$ cat config.mk
export PLATFORM = sky130hd
export DESIGN_NAME = zacore_fetch_queue
export DESIGN_NICKNAME = d
export VERILOG_FILES = /design/src/rtl/zacore_fetch_queue.sv
export SDC_FILE = /design/constraint.sdc
export NUM_CORES = 1
export LEC_CHECK = 0
export BUFFER_PORTS_ARGS = -buffer_cell sky130_fd_sc_hd__buf_2
export CAP_MARGIN = 20
export CORE_UTILIZATION = 45
export CTS_CLUSTER_SIZE = 40
export DETAILED_ROUTE_END_ITERATION = 10
export GPL_TIMING_DRIVEN = 0
export MAX_ROUTING_LAYER = met4
export PLACE_DENSITY_LB_ADDON = 0.1
export SYNTH_ARGS = -nofsm -noshare
export SYNTH_HDL_FRONTEND = slang
export SYNTH_SLANG_ARGS = --single-unit
$ cat constraint.sdc
create_clock -name i_clk -period 3.8 [get_ports i_clk]
set_input_delay 0.76 -clock i_clk [delete_from_list [all_inputs] [get_ports i_clk]]
set_output_delay 0.76 -clock i_clk [all_outputs]
set_load 0.01 [all_outputs]
$ cat src/rtl/zacore_fetch_queue.sv
// Prefetch unit: fetches sequentially from a req/ack instruction port into a DEPTH-entry queue for decode.
// Latency: ack-to-o_valid 1 cycle; backpressure via i_stall, fetch pauses while the queue would be full.
module zacore_fetch_queue #(
    parameter int              XLEN     = 32,
    parameter int              DEPTH    = 4,
    parameter logic [XLEN-1:0] RESET_PC = '0
) (
    input  logic                       i_clk,
    input  logic                       i_rst_n,
    output logic                       o_fetch_req,
    input  logic                       i_fetch_ack,
    output logic [XLEN-1:0]            o_fetch_addr,
    input  logic [31:0]                i_inst_read,
    output logic                       o_valid,
    output logic [31:0]                o_inst,
    output logic [XLEN-1:0]            o_pc,
    input  logic                       i_stall,
    input  logic                       i_invalidate,
    input  logic [XLEN-1:0]            i_redirect_pc,
    output logic [$clog2(DEPTH+1)-1:0] o_count
);

    localparam int PW = $clog2(DEPTH);
    localparam int CW = $clog2(DEPTH+1);
    localparam logic [CW-1:0] DEPTH_C = CW'(DEPTH);

    typedef enum logic [1:0] {IDLE, FETCH, DISCARD} state_t;

    state_t          state_q, state_d;
    logic [XLEN-1:0] addr_q, addr_d;
    logic [XLEN-1:0] fetch_pc_q, fetch_pc_d;
    logic [PW-1:0]   rd_ptr, wr_ptr;
    logic [CW-1:0]   count_q, count_d;
    logic [31:0]     inst_mem [DEPTH];
    logic [XLEN-1:0] pc_mem   [DEPTH];

    logic            push, pop, space;
    logic [XLEN-1:0] redirect, pc_inc;
    logic            redirect_lsb_unused;

    assign redirect_lsb_unused = ^i_redirect_pc[1:0];
    assign redirect = {i_redirect_pc[XLEN-1:2], 2'b00};
    assign pc_inc   = fetch_pc_q + XLEN'(4);

    // Invalidate wins over both queue ports: ack data and any pop are dropped.
    assign push = (state_q == FETCH) && i_fetch_ack && !i_invalidate;
    assign pop  = (count_q != '0) && !i_stall && !i_invalidate;

    always_comb begin
        count_d = count_q;
        if (i_invalidate)
            count_d = '0;
        else if (push && !pop)
            count_d = count_q + CW'(1);
        else if (pop && !push)
            count_d = count_q - CW'(1);
    end

    assign space = (count_d < DEPTH_C);

    always_comb begin
        state_d    = state_q;
        addr_d     = addr_q;
        fetch_pc_d = fetch_pc_q;
        unique case (state_q)
            IDLE: begin
                if (i_invalidate) begin
                    fetch_pc_d = redirect;
                    addr_d     = redirect;
                    state_d    = FETCH;
                end else if (space) begin
                    addr_d  = fetch_pc_q;
                    state_d = FETCH;
                end
            end
            FETCH: begin
                if (i_invalidate) begin
                    fetch_pc_d = redirect;
                    if (i_fetch_ack) addr_d = redirect;
                    // Without an ack the request must stay up; its result gets squashed.
                    state_d = i_fetch_ack ? FETCH : DISCARD;
                end else if (i_fetch_ack) begin
                    fetch_pc_d = pc_inc;
                    addr_d     = pc_inc;
                    state_d    = space ? FETCH : IDLE;
                end
            end
            DISCARD: begin
                if (i_invalidate) fetch_pc_d = redirect;
                if (i_fetch_ack) begin
                    addr_d  = i_invalidate ? redirect : fetch_pc_q;
                    state_d = FETCH;
                end
            end
            default: state_d = IDLE;
        endcase
    end

    always_ff @(posedge i_clk or negedge i_rst_n) begin
        if (!i_rst_n) begin
            state_q    <= IDLE;
            addr_q     <= RESET_PC;
            fetch_pc_q <= RESET_PC;
            count_q    <= '0;
            rd_ptr     <= '0;
            wr_ptr     <= '0;
        end else begin
            state_q    <= state_d;
            addr_q     <= addr_d;
            fetch_pc_q <= fetch_pc_d;
            count_q    <= count_d;
            if (i_invalidate) begin
                rd_ptr <= '0;
                wr_ptr <= '0;
            end else begin
                if (push) wr_ptr <= wr_ptr + PW'(1);
                if (pop)  rd_ptr <= rd_ptr + PW'(1);
            end
        end
    end

    always_ff @(posedge i_clk) begin
        if (push) begin
            inst_mem[wr_ptr] <= i_inst_read;
            pc_mem[wr_ptr]   <= addr_q;
        end
    end

    assign o_fetch_req  = (state_q != IDLE);
    assign o_fetch_addr = addr_q;
    assign o_count      = count_q;
    assign o_valid      = (count_q != '0);
    assign o_inst       = o_valid ? inst_mem[rd_ptr] : '0;
    assign o_pc         = o_valid ? pc_mem[rd_ptr]   : '0;

endmodule

==> flow_summary.toml <==
[outcome]
status = "finished, final reports clean"

[clock_tree]
cts_buffers = 37
cts_tree = "built"
htreeDepth = 2
hold_buffers = 0
clockBufferDepth = 3
clk_pin_slew_ns = 0.07
worstSkewPairLatency_ns = 0.51
clkSinkCount = 329
cts_root_buffer = "clkbuf_16"

[global_route]
grt_max_degree = 55
grt_overflow = 0
antenna_found_initial = 0
first_global_vias = 8654
grt_usage = 0.214
grt_pass1_wl_mm = 51.1

[pwr]
leakage_nw = 6.17
switching_share = 0.322
pwr-share-seq = 0.411
pwr-share-clk = 0.275
combPwrFrac = 0.314
p_per_area_nw_per_um2 = 719
internal-power_mw = 8.26
ir_drop_uv = 396
p_switching_mw = 3.92

[timing]
setup_viol = 0
max_freq_mhz = 283
fin_skew_ns = 0.0142
min_period_ns = 3.54
final_hold_viol_count = 0
final-max-slew-violation-count = 0
tightest_slew_ns = 0.954
grt_setup_unrepaired = "false"
slew_headroom = 0.362
period_share = 0.931

[yosys]
netlist.top_cell.by_area = "edfxtp_1"
synth_cells = 912
postSynthAreaPerCell_um2 = 15.7
yosys_warnings = 0
synth_nets = 989
ys_seq_elements = 329
synth_cell_type_count = 67
yosys_most_used_dff = "edfxtp_1"
synth.top_cell.area_share = 0.537
mappedNetlistArea_um2 = 14300
synth-seq-area-share = 0.665
synth_edf_count = 256
yosys-top-cells-area = "edfxtp_1 54%, dfrtp_1 13%, mux4_2 10%, mux2_2 3.1%, and2_1 3.0%"
postSynth.asyncResetShare = 0.222

[setup_path]
path_class = "register to output port"
critPathCaptureType = "output port"
cp_max_fo = 10
cp_data_arrival_time_ns = 2.78
start_kind = "register"
cp.required_ns = 3.04

[routing]
routedWlPerCell_um = 21.6
routed_wl_mm = 33.4
antenna_left = 0
drt_iter0_drc = 596
drc = 0
dr_total_vias = 8659
drt_pass1_iterations = 5
vias_per_cell = 5.60

[die]
start_util = 0.463
core_um2 = 30900
die_w_um = 180
io_pins = 170
dieArea_um2 = 32500
rows = 64
die_h_um = 180

[cells_and_area]
syn2layout_area_growth_pct = 18.4
post-route-util = 0.548
drive_above_1_share = 0.317
antennaDiodeCount = 0
nets = 1199
instances_no_fill = 1546
layout.cells.most_common = "edfxtp_1"
final_cell_mix = "256 x edfxtp_1, 177 x buf_2, 73 x dfrtp_1"

[placement]
dp.cells = 1479
dpl.hpwl_mm = 21.8
io_buffer_count = 166
gp_congestion = 0.904

[run]
maxCapViolCount = 0

[min_path]
hp-class = "input pin to asynchronous set/reset pin"
synthesized netlist by cell type, drive strengths merged (2+ instances only):
| master | n |
|---|---|
| o21ai | 44 |
| o22ai | 4 |
| and4 | 7 |
| nor2b | 10 |
| mux4 | 64 |
| clkbuf | 36 |
| mux2 | 41 |
| nand4 | 13 |
| a32oi | 2 |
| xor2 | 14 |
| a22oi | 5 |
| nor2 | 35 |
| a41o | 2 |
| nand2 | 37 |
| nor3 | 6 |
| a21oi | 42 |
| inv | 17 |
| or4 | 3 |
| nor4 | 2 |
| and2 | 69 |
| o22a | 5 |
| nand2b | 3 |
| and3 | 6 |
| a311oi | 2 |
| edfxtp | 256 |
| o31ai | 4 |
| a2bb2oi | 2 |
| a31oi | 7 |
| ha | 8 |
| xnor2 | 15 |
| mux2i | 11 |
| buf | 23 |
| dfrtp | 73 |
| a221o | 3 |
| nand3 | 21 |
| and4bb | 2 |
| nor4b | 2 |
| a22o | 3 |
through the flow:
stage	total power, mW	setup slack (ns)	instance area, µm²	setup TNS (ns)	hold slack [ns]
CTS	12.3	0.0457	16900	0	0.134
finish	12.2	0.261	16900	0	0.135
floorplan	7.44	0.627	14300	0	0.456
global placement	8.89	-0.869	15600	-216.95	0.477
detailed placement	8.96	0.424	15800	0	0.479
global route	12.8	0.117	16900	0	0.145
path summary, 6_finish.rpt:
kind	start	to	slack [ns]	cells after the start
max	rd_ptr[1]	o_pc[21]	0.26	5
min	i_rst_n	fetch_pc_q[2]	0.13	1
max reg2reg	o_count[0]	o_fetch_addr[30]	0.92	11
min reg2reg	fetch_pc_q[1]	fetch_pc_q[1]	0.50	1
max in group asynchronous	i_rst_n	o_fetch_addr[27]	3.08	2
min in group i_clk	i_inst_read[24]	inst_mem[2][24]	0.47	1
sequential cells by signal (all words and copies together), names as in the netlist:
signal / cells
fetch_pc_q: 32
inst_mem: 128
o_count: 3
o_fetch_addr: 32
pc_mem: 128
rd_ptr: 2
state_q: 2
wr_ptr: 2
cells by family after synthesis:
family          share of synthesized area
xor+xnor                           0.0177
buf+inv                            0.0236
simple gates                       0.0889
compound gates                     0.0573
fa+ha+maj                         0.00699
mux                                 0.141
flops                               0.665
power by group through the flow:
stage	Combinational, mW	Clock [mW]	Sequential [mW]
6_report	3.83	3.35	5.00
5_1_grt	4.17	3.57	5.08
4_1_cts	3.89	3.44	5.01
3_5_place_dp	3.88	0	5.08
3_3_place_gp	3.81	0	5.07
2_1_floorplan	2.42	0	5.02
layer usage:
layer	GRT usage	share of wire
met5	-	0
met4	0.0636	0.024
met3	0.0358	0.061
met2	0.338	0.49
met1	0.285	0.43
worst max-delay path, stage by stage (launching register included):
cell      delay, ns
dfrtp_1        0.35
clkbuf_1       0.59
clkbuf_1       0.59
mux4_2         0.40
and2_1         0.18
buf_2          0.15
timing repair:
action	in CTS	in global routing
gates cloned	0	0
resized for setup	2	2
setup endpoints to repair	38	37
setup buffers	0	0
layout make-up:
| cell class | instances | area, µm² |
|---|---|---|
| multi-input combinational | 507 | 4470 |
| inverter | 17 | 63.8 |
| buffer | 59 | 283 |
| clock buffer | 48 | 987 |
| tap | 396 | 495 |
| sequential | 329 | 9510 |
| timing repair buffer | 171 | 971 |
| clock inverter | 19 | 159 |
| fill | 2609 | 14000 |
Note: power is estimated with default switching activity, not from simulation.
